## src/rtl/sap1_clk_pkg.sv

```systemverilog
// sap1_clk_pkg: shared FSM state type and default parameters for the SAP-1 clock controller
package sap1_clk_pkg;
   typedef enum logic [1:0] {
      STEP   = 2'd0,
      RUN    = 2'd1,
      HALTED = 2'd2
   } state_t;
   localparam int DEF_SYNC_STAGES     = 2;
   localparam int DEF_DEBOUNCE_CYCLES = 1_000_000;
   localparam int DEF_RUN_DIV         = 100_000_000;
endpackage

```

## src/rtl/input_debounce.sv

```systemverilog
// input_debounce: synchroniser chain plus counter-based debouncer for one raw board input
module input_debounce
   import sap1_clk_pkg::*;
#(
   parameter int SYNC_STAGES     = DEF_SYNC_STAGES,
   parameter int DEBOUNCE_CYCLES = DEF_DEBOUNCE_CYCLES,
   parameter int DB_WIDTH        = $clog2(DEBOUNCE_CYCLES + 1)
) (
   input  logic mclk,
   input  logic rst_n,
   input  logic raw_i,
   output logic level_o
);
   logic [SYNC_STAGES-1:0] sync_q, sync_d;
   logic [DB_WIDTH-1:0]    cnt_q, cnt_d;
   logic                   level_q, level_d;
   logic                   synced;
   assign synced  = sync_q[SYNC_STAGES-1];
   assign level_o = level_q;
   // shift the raw input in; count mismatching cycles and accept the new level once the count is full
   always_comb begin
      sync_d  = {sync_q[SYNC_STAGES-2:0], raw_i};
      cnt_d   = '0;
      level_d = level_q;
      if (synced != level_q) begin
         if (cnt_q == DB_WIDTH'(DEBOUNCE_CYCLES)) level_d = synced;
         else cnt_d = cnt_q + 1'b1;
      end
   end
   // state registers with synchronous active-low reset
   always_ff @(posedge mclk) begin
      if (!rst_n) begin
         sync_q  <= '0;
         cnt_q   <= '0;
         level_q <= 1'b0;
      end else begin
         sync_q  <= sync_d;
         cnt_q   <= cnt_d;
         level_q <= level_d;
      end
   end
endmodule

```

## src/rtl/clock_step_controller.sv

```systemverilog
// clock_step_controller: run/step/halt FSM producing the SAP-1 master clock-enable pulse
module clock_step_controller
   import sap1_clk_pkg::*;
#(
   parameter int SYNC_STAGES     = DEF_SYNC_STAGES,
   parameter int DEBOUNCE_CYCLES = DEF_DEBOUNCE_CYCLES,
   parameter int RUN_DIV         = DEF_RUN_DIV,
   parameter int DIV_WIDTH       = $clog2(RUN_DIV + 1),
   parameter int DB_WIDTH        = $clog2(DEBOUNCE_CYCLES + 1)
) (
   input  logic mclk,
   input  logic rst_n,
   input  logic run_mode_i,
   input  logic step_btn_i,
   input  logic halt_i,
   output logic mclk_en,
   output logic running_o,
   output logic halted_o
);
   localparam logic [DIV_WIDTH-1:0] DIV_LAST = DIV_WIDTH'(RUN_DIV - 1);
   state_t                 state_q, state_d;
   logic [DIV_WIDTH-1:0]   div_q, div_d;
   logic                   en_q, en_d;
   logic                   hist_q, req_q, req_d;
   logic                   mode_db, btn_db;
   input_debounce #(
      .SYNC_STAGES    (SYNC_STAGES),
      .DEBOUNCE_CYCLES(DEBOUNCE_CYCLES),
      .DB_WIDTH       (DB_WIDTH)
   ) u_mode_db (
      .mclk   (mclk),
      .rst_n  (rst_n),
      .raw_i  (run_mode_i),
      .level_o(mode_db)
   );
   input_debounce #(
      .SYNC_STAGES    (SYNC_STAGES),
      .DEBOUNCE_CYCLES(DEBOUNCE_CYCLES),
      .DB_WIDTH       (DB_WIDTH)
   ) u_btn_db (
      .mclk   (mclk),
      .rst_n  (rst_n),
      .raw_i  (step_btn_i),
      .level_o(btn_db)
   );
   assign mclk_en   = en_q;
   assign running_o = state_q == RUN;
   assign halted_o  = state_q == HALTED;
   // a rising button edge only counts as a request while stepping, so leaving RUN with it held is silent
   assign req_d = btn_db & ~hist_q & (state_q == STEP);
   // next state, divider and enable; halt beats mode change beats pulse generation
   always_comb begin
      state_d = state_q;
      div_d   = '0;
      en_d    = 1'b0;
      unique case (state_q)
         STEP: begin
            if (halt_i) state_d = HALTED;
            else if (mode_db) state_d = RUN;
            else en_d = req_q;
         end
         RUN: begin
            if (halt_i) state_d = HALTED;
            else if (!mode_db) state_d = STEP;
            else begin
               div_d = (div_q == DIV_LAST) ? '0 : div_q + 1'b1;
               en_d  = div_q == DIV_LAST;
            end
         end
         HALTED: state_d = HALTED;
         default: state_d = STEP;
      endcase
   end
   // state, divider, enable and edge-detect registers with synchronous active-low reset
   always_ff @(posedge mclk) begin
      if (!rst_n) begin
         state_q <= STEP;
         div_q   <= '0;
         en_q    <= 1'b0;
         hist_q  <= 1'b0;
         req_q   <= 1'b0;
      end else begin
         state_q <= state_d;
         div_q   <= div_d;
         en_q    <= en_d;
         hist_q  <= btn_db;
         req_q   <= req_d;
      end
   end
endmodule
```

## config.mk

```make
export PLATFORM = sky130hd
export DESIGN_NAME = clock_step_controller
export DESIGN_NICKNAME = d
export VERILOG_FILES = /design/src/rtl/sap1_clk_pkg.sv /design/src/rtl/input_debounce.sv /design/src/rtl/clock_step_controller.sv
export SDC_FILE = /design/constraint.sdc
export NUM_CORES = 1
export LEC_CHECK = 0
export CORE_UTILIZATION = 46
export DETAILED_ROUTE_END_ITERATION = 6
export GPL_ROUTABILITY_DRIVEN = 0
export GPL_TIMING_DRIVEN = 0
export SYNTH_ARGS = -nofsm -noshare
export SYNTH_HDL_FRONTEND = slang
export SYNTH_SLANG_ARGS = --single-unit
```

## constraint.sdc

```tcl
create_clock -name mclk -period 2.6 [get_ports mclk]
set_input_delay 0.52 -clock mclk [delete_from_list [all_inputs] [get_ports mclk]]
set_output_delay 0.52 -clock mclk [all_outputs]
set_load 0.05 [all_outputs]
```

==> results of run 1 <==
==> synthesized netlist by cell type (2+ instances only) <==
library cell / number / area share
sky130_fd_sc_hd__nor4b_1: 6 / 0.015
sky130_fd_sc_hd__clkbuf_1: 9 / 0.0094
sky130_fd_sc_hd__buf_6: 3 / 0.0094
sky130_fd_sc_hd__o211ai_1: 2 / 0.0042
sky130_fd_sc_hd__nor2b_1: 3 / 0.0052
sky130_fd_sc_hd__o21ai_0: 16 / 0.022
sky130_fd_sc_hd__o31ai_1: 7 / 0.015
sky130_fd_sc_hd__or4_1: 7 / 0.015
sky130_fd_sc_hd__and3_1: 7 / 0.012
sky130_fd_sc_hd__nor4bb_1: 3 / 0.0084
sky130_fd_sc_hd__xnor2_1: 28 / 0.069
sky130_fd_sc_hd__xor2_1: 14 / 0.034
sky130_fd_sc_hd__nand4b_1: 3 / 0.0073
sky130_fd_sc_hd__a21oi_1: 21 / 0.029
sky130_fd_sc_hd__nor4_1: 13 / 0.023
sky130_fd_sc_hd__ha_1: 5 / 0.017
sky130_fd_sc_hd__and4_1: 5 / 0.012
sky130_fd_sc_hd__nand3_1: 23 / 0.032
sky130_fd_sc_hd__or4_4: 4 / 0.013
sky130_fd_sc_hd__nor2_1: 52 / 0.055
sky130_fd_sc_hd__inv_1: 18 / 0.019
sky130_fd_sc_hd__dfxtp_1: 78 / 0.44
sky130_fd_sc_hd__and2_1: 9 / 0.016
sky130_fd_sc_hd__or3_1: 14 / 0.024
sky130_fd_sc_hd__nor3_1: 9 / 0.013
sky130_fd_sc_hd__nand2_1: 20 / 0.021
sky130_fd_sc_hd__nand4_1: 22 / 0.038
==> routing by layer <==
layer,track usage,part of all wire,up-vias
met2,0.2901,0.45,42
met1,0.2366,0.50,1342
li1,-,-,1506
met4,0.06048,0.015,0
met3,0.06007,0.037,7
met5,0,0,-
==> sequential cells by signal, summed over array words and instances (netlist names) <==
register and flops:
u_mode_db.level_o 1, u_mode_db.cnt_q 20, u_mode_db.sync_q 2, u_btn_db.level_o 1
div_q 27, u_btn_db.cnt_q 20, state_q 2, mclk_en 1
req_q 1, hist_q 1, u_btn_db.sync_q 2
==> kinds of logic after synthesis <==
family                     Yosys count  share of synthesized area
adders and majority gates            5                    0.01748
buffers and inverters               31                    0.03986
AOI/OAI and AO/OA                   51                    0.08602
DFF                                 78                     0.4364
xor gates and xnor gates            42                     0.1028
and+or+nand+nor                    203                     0.3175
==> area by class of cell <==
cell class | instances | area [um^2]
inverter | 18 | 67.56
fill | 682 | 3361
multi-input combinational | 301 | 1874
buffer | 13 | 75.07
sequential | 78 | 1562
clock buffer | 11 | 141.4
timing repair buffer | 7 | 70.07
clock inverter | 4 | 95.09
tap | 99 | 123.9
==> metrics by stage <==
stage	hold WS (ns)	area [um^2]	cells
global placement	0.3784	3772	516
floorplan	0.3736	3578	410
finish	0.3884	4009	531
CTS	0.3937	4009	531
global route	0.4108	4009	531
detailed placement	0.3825	3772	516
==> final timing paths <==
check	start	endpoint	slack, ns	cells after the start
max	div_q[0]	div_q[13]	0.22	6
min	hist_q	req_q	0.39	1
max reg2reg	div_q[0]	div_q[13]	0.22	6
min reg2reg	hist_q	req_q	0.39	1
==> where the power goes <==
group,internal [mW],switching [mW],total (mW),leakage [nW]
sequential,1.20,0.00400,1.20,0.629
clock,0.658,0.427,1.08,0.119
combinational,0.0141,0.0183,0.0325,0.419
total,1.87,0.449,2.32,1.17
==> critical path: cells and delay by family, from the launching register on <==
kind                     cells  cell delay, ns
AND/OR/NAND/NOR              3            0.91
AO/OA/AOI/OAI                1            0.43
flip-flops                   1            0.41
buffers and inverters        1            0.27
adder cells (fa/ha/maj)      1            0.25
==> metrics.cfg, run 1 <==
[yosys]
synth_edf_count=0
synth.yosys.seq_area_share=0.4364
synthesis.area_mm2=0.003578
synth.distinct_cells=36
avgSynthCellArea_um2=8.728
async_flop_share=0
synth_flop_cell=sky130_fd_sc_hd__dfxtp_1
number_of_warnings_issued_by_yosys=0
gate_count_post_synth=410
synth_fp_nets=420
synth.ff_latch_count=78

[worst_setup_path]
cpMaxStageDelayCell=sky130_fd_sc_hd__or4_4
critical_path.endpoint_type=register
cp_cell_sequence=ha_1 > nand4_2 > or4_4 > o31ai_4 > buf_4 > nor2_1
worst-endpoint-arrival_ns=2.62
cp-start-kind=register
cp_slowest_stage_delay_ns=0.63
crit_required_ns=2.84
criticalPathCategory=register to register
worstPathMaxFanout=10

[global_routing]
grt_start_max_net_pins=13
grt_pass1_wl_mm=12.09
grt_overflow=0
grt_antenna_before_repair=0
via_count_of_the_first_global_routing_pass=2644
grt_util_all_layers=0.1838

[cts]
cts_buffers=9
post-cts-setup-buffer-count=0
clk_latency_ns=0.35
post_cts_resize_count=0
cts_max_level=3
holdBufCountCts=0
cts_root_buffer=sky130_fd_sc_hd__clkbuf_8
tritoncts_clock_tree=built
cts_num_sinks=78
cts_max_path_buffers=2
path_clk_slew_ns=0.07

[power]
leak_pwr_nw=1.167
vdd_ir_drop_max_v=0.0003330
pwr_density_cell_mw_per_mm2=578.6
finalPower_mw=2.319

[detailed_routing]
vias=2897
detail_route.iter0.violations=93
detail_route.wirelength_mm=6.969
drc_errors=0
routed_via_density=5.456
dr.pass1.iters=4
drt-wirelength-per-cell_um=13.12
drt.antenna.violating_nets=0

[sta]
grt_setup_unrepaired=no
min_period_ns=2.380
finalCritPeriodShare=0.9154
fin_skew_ns=0.01123
finalHoldViolCount=0
max_slew.worst_pin.slew_ns=0.5078
layout_setup_ws_ns=0.2201
fmax_mhz=420.2
setup-violations-final=0
relSlewSlack=0.6615
slew_violations=0
total_neg_setup_slack_ns=0

[placement]
post-dp-hpwl_mm=4.866
post-place-ws_ns=0.2262
port_buffers=7

[final_layout]
nNetsFinal=438
layout.cells.most_common=sky130_fd_sc_hd__dfxtp_1
layout_cells_sized_above_1=0.06019
mostFrequentLayoutCells=sky130_fd_sc_hd__dfxtp_1, sky130_fd_sc_hd__nor2_1, sky130_fd_sc_hd__xnor2_1
postLayoutCoreUtil=0.5440
area_growth_syn_to_layout_pct=12.03
diodes=0

[floorplan]
starting_utilization_of_the_core_area=0.4856
chipWidth_um=90.20
die_height_um=90.20
floorplan.rows=31
ioPinCount=8
core-area_mm2=0.007370
design.die.area_mm2=0.008136

[job]
cap_viol_max_count=0

[status]
outcome=finished, final reports clean

[hold_path]
hold_path_class=register to register

Power figures use the tool's default switching activity.
==> run 2: changes to the inputs <==
Settings changed: ABC_AREA from default to 1, CELL_PAD_IN_SITES_DETAIL_PLACEMENT from default to 1, CELL_PAD_IN_SITES_GLOBAL_PLACEMENT from default to 2, CORE_UTILIZATION 46 to 36, CTS_BUF_LIST from default to sky130_fd_sc_hd__clkbuf_8, PLACE_DENSITY_LB_ADDON from default to 0.1.
==> metrics.cfg, run 2 <==
[sta]
finalCritPeriodShare=0.8948  ; -0.02055
fmax_mhz=429.8  ; +2.3%
relSlewSlack=0.6685  ; +0.007025
slew_violations=0  ; unchanged
grt_setup_unrepaired=no
fin_skew_ns=0.01083  ; -0.0004050 ns
setup-violations-final=0  ; unchanged
finalHoldViolCount=0  ; unchanged
min_period_ns=2.327  ; -0.05342 ns
max_slew.worst_pin.slew_ns=0.4957  ; -0.01209 ns
total_neg_setup_slack_ns=0  ; unchanged

[yosys]
synth_compound_gate_area_share=0.04985  ; -0.03617
netlist_top_cells_area=sky130_fd_sc_hd__dfxtp_1, sky130_fd_sc_hd__nand2_1, sky130_fd_sc_hd__nor2_1, sky130_fd_sc_hd__inv_1, sky130_fd_sc_hd__nand3_1
synth.yosys.seq_area_share=0.3817  ; -0.05471
gate_count_post_synth=632  ; +54%
synth_fp_nets=642  ; +53%
synth_edf_count=0  ; unchanged
synth_flop_cell=sky130_fd_sc_hd__dfxtp_1
library_cell_with_the_highest_instance_count_after_synthesis=sky130_fd_sc_hd__nand2_1
synthesis.area_mm2=0.004091  ; +14%
synth.distinct_cells=30  ; -17%
synth.top_cell.area_share=0.3817  ; -0.05471
yosys.area.top_type=sky130_fd_sc_hd__dfxtp_1
avgSynthCellArea_um2=6.474  ; -26%
synth_fa_ha_area_frac=0.01529  ; -0.002192
synth_top_family_by_area=simple AND/OR/NAND/NOR gates
muxShareOfSynthArea=0  ; unchanged
async_flop_share=0  ; unchanged
synth_top_cells_by_count=sky130_fd_sc_hd__nand2_1, sky130_fd_sc_hd__nor2_1, sky130_fd_sc_hd__dfxtp_1, sky130_fd_sc_hd__inv_1, sky130_fd_sc_hd__nand3_1
synth_simple_gate_area_share=0.4156  ; +0.09811
number_of_warnings_issued_by_yosys=0  ; unchanged
xor_xnor_fraction_of_synth_area=0.05566  ; -0.04714
synth.ff_latch_count=78  ; unchanged

[detailed_routing]
detail_route.iter0.violations=111  ; +19%
routed_via_density=4.781  ; -12%
vias=3791  ; +31%
drc_errors=0  ; unchanged
drt-wirelength-per-cell_um=13.13  ; about the same
detail_route.wirelength_mm=10.42  ; +49%
drt.antenna.violating_nets=0  ; unchanged
dr.pass1.iters=5  ; +1

[global_routing]
grt_overflow=0  ; unchanged
grt_pass1_wl_mm=18.04  ; +49%
grt_util_all_layers=0.1976  ; +0.01374
grt_start_max_net_pins=12  ; -1
grt_antenna_before_repair=0  ; unchanged
via_count_of_the_first_global_routing_pass=3931  ; +49%

[cts]
cts_max_path_buffers=2  ; unchanged
cts_num_sinks=78  ; unchanged
post_cts_resize_count=0  ; unchanged
tritoncts_clock_tree=built
cts_root_buffer=sky130_fd_sc_hd__clkbuf_8
holdBufCountCts=0  ; unchanged
cts_buffers=9  ; unchanged
cts_max_level=3  ; unchanged
path_clk_slew_ns=0.07  ; about the same
post-cts-setup-buffer-count=0  ; unchanged
clk_latency_ns=0.35  ; about the same

[power]
finalPower_mw=2.055  ; -11%
leak_pwr_nw=1.431  ; +23%
vdd_ir_drop_max_v=0.0002561  ; -23%
pwr_density_cell_mw_per_mm2=457.3  ; -21%

[worst_setup_path]
crit_required_ns=2.08  ; -0.76 ns
worst-endpoint-arrival_ns=1.81  ; -0.81 ns
reg2reg_depth=6  ; unchanged
crit-reg2reg-capture=u_btn_db.cnt_q[14]
critical_path.endpoint_type=primary output
r2r_start=u_btn_db.cnt_q[0]
criticalPathCategory=register to primary output
cp-start-kind=register
worstPathMaxFanout=6  ; -4
regToRegSetupSlack_ns=0.83  ; +0.61 ns

[final_layout]
postLayoutCoreUtil=0.4110  ; -0.1330
final_instance_area_mm2=0.004494  ; +12%
area_growth_syn_to_layout_pct=9.847
largest_register_ff_count=27  ; unchanged
layout_cells_sized_above_1=0.05360  ; -0.006586
top_register=div_q
layout.cells.most_common=sky130_fd_sc_hd__nand2_1
nNetsFinal=659  ; +50%
mostFrequentLayoutCells=sky130_fd_sc_hd__nand2_1, sky130_fd_sc_hd__nor2_1, sky130_fd_sc_hd__dfxtp_1
largest_registers=div_q: 27 flops, u_btn_db.cnt_q: 20 flops, u_mode_db.cnt_q: 20 flops
diodes=0  ; unchanged

[hold_path]
hold_path_end=req_q
hold_path_class=register to register
holdPathStages=1  ; unchanged
hold_path.startpoint=hist_q

[status]
outcome=finished, final reports clean

[placement]
post-dp-hpwl_mm=8.379  ; +72%
placed_area_mm2=0.004327  ; +15%
port_buffers=6  ; -1

[floorplan]
starting_utilization_of_the_core_area=0.3741  ; -0.1114
ioPinCount=8  ; unchanged
chipWidth_um=108.6  ; +20%
design.die.area_mm2=0.01180  ; +45%
floorplan.rows=38  ; +23%
die_height_um=108.6  ; +20%
core-area_mm2=0.01094  ; +48%

[job]
cap_viol_max_count=0  ; unchanged

==> run 2: cell types whose count changed in the layout (fill, tap and decap cells not counted), sizes merged, moves of 8 or more <==
| cell | before | now |
|---|---|---|
| a21oi | 22 | 30 |
| and2 | 9 | 0 |
| clkbuf | 20 | 11 |
| inv | 18 | 76 |
| nand2 | 20 | 182 |
| nand3 | 24 | 41 |
| nand4 | 23 | 11 |
| nor2 | 52 | 152 |
| nor4 | 13 | 2 |
| o21ai | 16 | 7 |
| o31ai | 8 | 0 |
| or3 | 14 | 0 |
| or4 | 11 | 0 |
| xnor2 | 28 | 13 |
==> run 2: per-stage QoR <==
| step | hold WS (ns) | std cells | setup slack (ns) |
|---|---|---|---|
| after floorplan | 0.3742 | 632 | 0.9940 |
| after global placement | 0.3769 | 778 | 0.6437 |
| after detailed placement | 0.3889 | 778 | 0.5984 |
| after CTS | 0.3969 | 793 | 0.2639 |
| after global routing | 0.4111 | 793 | 0.1739 |
| final | 0.3928 | 793 | 0.2735 |
==> run 2: cell type report <==
class / instances / area, um^2
clock buffer: 11 / 151.4
multi-input combinational: 473 / 2195
sequential: 78 / 1562
buffer: 7 / 56.30
fill: 1467 / 6441
clock inverter: 4 / 16.27
inverter: 74 / 279.0
timing repair buffer: 6 / 60.06
tap: 140 / 175.2
==> run 2: layer usage <==
| metal | GRT usage | up-vias | share of wire |
|---|---|---|---|
| met1 | 0.2466 | 1758 | 0.49 |
| met4 | 0.06081 | 0 | 0.012 |
| met5 | 0 | - | 0 |
| met2 | 0.3440 | 26 | 0.48 |
| li1 | - | 1998 | - |
| met3 | 0.03436 | 9 | 0.016 |
==> run 2: kinds of logic after synthesis <==
| family | Yosys count |
|---|---|
| and+or+nand+nor | 403 |
| DFF | 78 |
| xor gates and xnor gates | 26 |
| adders and majority gates | 5 |
| AOI/OAI and AO/OA | 39 |
| buffers and inverters | 81 |
==> run 2: worst max-delay path by stage <==
stage,from,end,depth (start not counted)
6_report,state_q[1],halted_o,3
5_1_grt,state_q[1],halted_o,3
4_1_cts,state_q[1],halted_o,3
3_5_place_dp,halt_i,div_q[15],7
3_3_place_gp,halt_i,div_q[15],7
2_1_floorplan,state_q[1],halted_o,2
==> run 2: worst max-delay path: stages, from the launching register on <==
cell and delay [ns]:
sky130_fd_sc_hd__dfxtp_1 0.44, sky130_fd_sc_hd__inv_1 0.09, sky130_fd_sc_hd__nor2_1 0.12, sky130_fd_sc_hd__clkdlybuf4s50_1 0.82
==> run 2: power breakdown <==
part | internal, mW | total [mW] | leakage [nW] | switching [mW]
clock | 0.383 | 0.820 | 0.0990 | 0.437
sequential | 1.20 | 1.20 | 0.629 | 0.00433
combinational | 0.0124 | 0.0323 | 0.702 | 0.0199
==> RTL change 1: new RTL, flow settings as in run 2 <==
Reset style: asynchronous (`rst_n`), changed in 2 clocked blocks. Comments in the files are not updated.
--- a/src/rtl/input_debounce.sv
+++ b/src/rtl/input_debounce.sv
@@ -28,7 +28,7 @@
       end
    end
    // state registers with synchronous active-low reset
-   always_ff @(posedge mclk) begin
+   always_ff @(posedge mclk or negedge rst_n) begin
       if (!rst_n) begin
          sync_q  <= '0;
          cnt_q   <= '0;
--- a/src/rtl/clock_step_controller.sv
+++ b/src/rtl/clock_step_controller.sv
@@ -72,7 +72,7 @@
       endcase
    end
    // state, divider, enable and edge-detect registers with synchronous active-low reset
-   always_ff @(posedge mclk) begin
+   always_ff @(posedge mclk or negedge rst_n) begin
       if (!rst_n) begin
          state_q <= STEP;
          div_q   <= '0;
Check against the original RTL: differs if rst_n is asserted again (counterexample within 4 cycles, from zero or initial values and one cycle with rst_n low); with rst_n held inactive, the same outputs for 10 cycles.
==> RTL change 1 against run 2 <==
  * Final cell count is 9.7% lower
  * Cell area is 4.2% higher
  * Non-clock buffer count stayed put
  * Sequential cell count stayed put
  * Area after synthesis is 2.0% higher
  * Setup slack worse by 0.066 ns
  * Clock skew is 0.0058 ns lower
  * Wire length is 7.6% lower
  * Critical path type unchanged
  * Largest cell class unchanged
Power is not compared: it rests on default switching activity, and its combinational part moved more than twofold at a synthesized area within 25%.
==> RTL change 1: results (changes against run 2) <==
* Commonest cells post-synth: 143 x nor2_1, 131 x nand2_1, 78 x dfrtp_1
* Leak Pwr at 2.11 nW
* Synth area leaders: dfrtp_1 47%, nor2_1 13%, nand2_1 12%
* Asr flop ratio synth at 1.00 (+1.00)
* Number of global-route vias before repair at 3568 (-9.2%)
* Post-DR vias/cell at 4.73 (-1.1%)
* Status: complete, no violations
* Relative slew slack at 0.671 (+0.00273)
* Antenna violations before repair at 0 (unchanged)
* Antenna diodes at 0 (unchanged)
* Worst r2r dst: div_q[23]
* Metal2 WL at 4590 µm (-8.4%)
* Final wirelength at 9620 µm (-7.6%)
* TritonCTS buffer count at 9 (unchanged)
* Clock Path Buffers at 2 (unchanged)
* Mean cell area of the mapped netlist at 7.58 µm² (+17%)
* Hold Crit Depth at 0 (-1)
* WL/cell at 13.4 µm (+2.3%)
* Setup ws final at 0.208 ns (-0.0656 ns)
* Post_cts resized at 0 (unchanged)
* Seq/Total Area, Yosys at 0.468 (+0.0860)
* Highest routed layer: met4
* GR Util All Layers at 0.181 (-0.0161)
* Placed cells at 699 (-10%)
* Met3 wire len at 136 µm (-20%)
* Worst path max stage delay at 0.83 ns
* Placed wire-length estimate at 7260 µm (-13%)
* Data arrival, critical path at 1.87 ns (+0.06 ns)
* First-pass GRT wire length at 16500 µm (-8.3%)
* CP endpoint: halted_o
* Hold slack at 0.354 ns (-0.0390 ns)
* Placed cell area at 4440 µm² (+2.7%)
* Worst-Skew Late Latency at 0.36 ns
* Library cells used by synthesis at 28 (-6.7%)
* Class of the worst hold path: register to register
* Clock transition at the registers of the reported paths at 0.08 ns
* Syn Nets at 561 (-13%)
* Critical path's slowest cell: clkdlybuf4s50_1
* Root buffer cell: clkbuf_8
* Worst reg2reg setup slack at 0.86 ns (+0.03 ns)
* Clock Skew at 0.00500 ns (-0.00583 ns)
* Critical path fanouts, max at 5 (-1)
* Layout cells sized above 1 at 0.0694 (+0.0158)
* Largest regs: div_q (27), u_btn_db.cnt_q (20), u_mode_db.cnt_q (20)
* DRT Pass-1 Iters at 6 (+1)
* Largest net degree at the start of global routing at 68 (+56)
* Hold Path Sink: u_mode_db.sync_q[1]
* IO Port Bufs at 7 (+1)
* Final net count at 581 (-12%)
* Worst Hold Launch: u_mode_db.sync_q[0]
* WL met1 at 4740 µm (-7.3%)
* Worst reg2reg path depth at 9 (+3)
* Place WS at 0.508 ns (-0.0906 ns)
* Iter 0 DRT Violations at 135 (+22%)
* Ys flop type: dfrtp_1
* CP startpoint: state_q[1]
* Worst r2r src: div_q[0]
## RTL change 1: cell families (layout without fill, tap and decap cells)
kind of cell               after synthesis  count (layout)  synth area share
DFF                                     78              78             0.468
and+or+nand+nor                        353             353             0.364
adders and majority gates                5               5            0.0150
AOI/OAI and AO/OA                       16              16            0.0210
buffers and inverters                   66              91            0.0636
xor gates and xnor gates                33              33            0.0692
## RTL change 1: power by group through the flow
stage / Clock (mW) / Combinational [mW] / Sequential, mW
2_1_floorplan: 0 / 0.0333 / 1.26
3_3_place_gp: 0 / 0.0778 / 1.26
3_5_place_dp: 0 / 0.0853 / 1.26
4_1_cts: 1.12 / 0.0868 / 1.24
5_1_grt: 1.16 / 0.0969 / 1.24
6_report: 1.08 / 0.0821 / 1.24
## RTL change 1: repair_timing
item                                   CTS  global route
setup endpoints to repair                0             0
hold buffers                             1             0
endpoints found under the hold margin   11             0
buffers inserted                         0             0
## RTL change 1: metal layers
| layer | vias up | GRT usage |
|---|---|---|
| met5 | - | 0 |
| met2 | 14 | 0.305 |
| met3 | 13 | 0.0285 |
| met1 | 1625 | 0.234 |
| li1 | 1732 | - |
| met4 | 0 | 0.0714 |
## RTL change 1: final cells by class
type,instances,area [µm²]
Fill cell,1402,6390
Multi-Input combinational cell,407,1960
Sequential cell,78,1950
Inverter,62,233
Tap cell,140,175
Clock buffer,9,124
Clock inverter,7,106
Timing Repair Buffer,9,105
Buffer,4,32.5
## RTL change 1: worst max-delay path: cells and delay by family, from the launching register on
family | cells | cell delay (ns)
DFF | 1 | 0.44
and+or+nand+nor | 1 | 0.15
buffers and inverters | 2 | 0.93
==> RTL change 2: new RTL, config.mk and constraints of run 2 <==
Made on the original files. Change the package constant `DEF_DEBOUNCE_CYCLES` from 1_000_000 to 500_000.
--- a/src/rtl/sap1_clk_pkg.sv
+++ b/src/rtl/sap1_clk_pkg.sv
@@ -6,7 +6,7 @@
       HALTED = 2'd2
    } state_t;
    localparam int DEF_SYNC_STAGES     = 2;
-   localparam int DEF_DEBOUNCE_CYCLES = 1_000_000;
+   localparam int DEF_DEBOUNCE_CYCLES = 500_000;
    localparam int DEF_RUN_DIV         = 100_000_000;
 endpackage
 
Function: same outputs for any inputs over 10 cycles, from zero or initial values and one cycle with rst_n low; that may be too few to reach the edited logic, so the function may still have changed.
==> RTL change 2 against run 2 <==
  * Total power is 10% higher
  * Area after synthesis shrank 6.0%
  * Via count shrank 5.2%
  * First-iteration DRC count down 11%
  * Maximum frequency grew 1.2%
  * Sequential cell count down 2
  * Setup slack improved by 0.027 ns
  * Hold slack improved by 0.0085 ns
  * Final cell count down 4.7%
  * Critical path depth unchanged
  * Cell area shrank 4.1%
  * Non-clock buffer count decreased by 2
  * Wire length shrank 5.5%
  * Sequential share of layout area increased by 0.54 points
  * Largest power group unchanged
==> RTL change 2: results (changes against run 2) <==
* Post-Syn Instances at 598 (-5.4%)
* First-pass GRT wire length at 17200 µm (-4.5%)
* WL met1 at 4900 µm (-4.2%)
* Worst r2r dst: u_btn_db.cnt_q[9]
* Number of global-route vias before repair at 3723 (-5.3%)
* Worst reg2reg path depth at 10 (+4)
* GR Util All Layers at 0.197 (about the same)
* Final net count at 625 (-5.2%)
* VDD IR max at 0.195 mV (-24%)
* Sw Ratio at 0.209 (-0.0158)
* Status: complete, no violations
* WL/cell at 13.0 µm (-0.86%)
* DRT Pass-1 Iters at 4 (-1)
* Placed wire-length estimate at 7620 µm (-9.1%)
* Syn Nets at 608 (-5.3%)
* Fillers at 1383 (-5.7%)
* Library cells used by synthesis at 27 (-10%)
* Iter 0 DRT Violations at 99 (-11%)
* Final wirelength at 9840 µm (-5.5%)
* Global-route met3 utilization at 0.0291 (-0.00529)
* Hold slack at 0.401 ns (+0.00848 ns)
* Adder-Cell Fraction of Synth Area at 0.0163 (+0.000975)
* Largest regs: div_q (27), u_btn_db.cnt_q (19), u_mode_db.cnt_q (19)
* Routing usage on met1 at 0.247 (+0.000825)
* Fin crit share at 0.884 (-0.0105)
* Post-DR vias/cell at 4.75 (-0.61%)
* Commonest cells post-synth: 175 x nand2_1, 126 x nor2_1, 76 x dfxtp_1
* Grt met2 use at 0.335 (-0.00898)
* Worst reg2reg setup slack at 0.86 ns (+0.03 ns)
* Leak Pwr at 1.37 nW (-4.0%)
* Synth area leaders: dfxtp_1 40%, nand2_1 17%, nor2_1 12%
* Clock Skew at 0.00942 ns (-0.00141 ns)
* Largest net degree at the start of global routing at 13 (+1)
* Place WS at 0.623 ns (+0.0251 ns)
-- RTL change 2: power groups by stage --
| stage | Combinational (mW) | Sequential [mW] | Clock (mW) |
|---|---|---|---|
| detailed placement | 0.0320 | 1.20 | 0 |
| finish | 0.0312 | 1.17 | 1.07 |
| CTS | 0.0321 | 1.17 | 1.11 |
| global placement | 0.0313 | 1.20 | 0 |
| global route | 0.0352 | 1.17 | 1.15 |
| floorplan | 0.0191 | 1.20 | 0 |
-- RTL change 2: final cells by class --
cell class / count / area (µm²) / area share
Clock inverter: 4 / 70.1 / 0.0163
Multi-Input combinational cell: 444 / 2010 / 0.466
Tap cell: 136 / 170 / 0.0395
Inverter: 73 / 274 / 0.0636
Sequential cell: 76 / 1520 / 0.353
Buffer: 5 / 42.5 / 0.00987
Clock buffer: 12 / 165 / 0.0383
Timing Repair Buffer: 6 / 60.1 / 0.0139
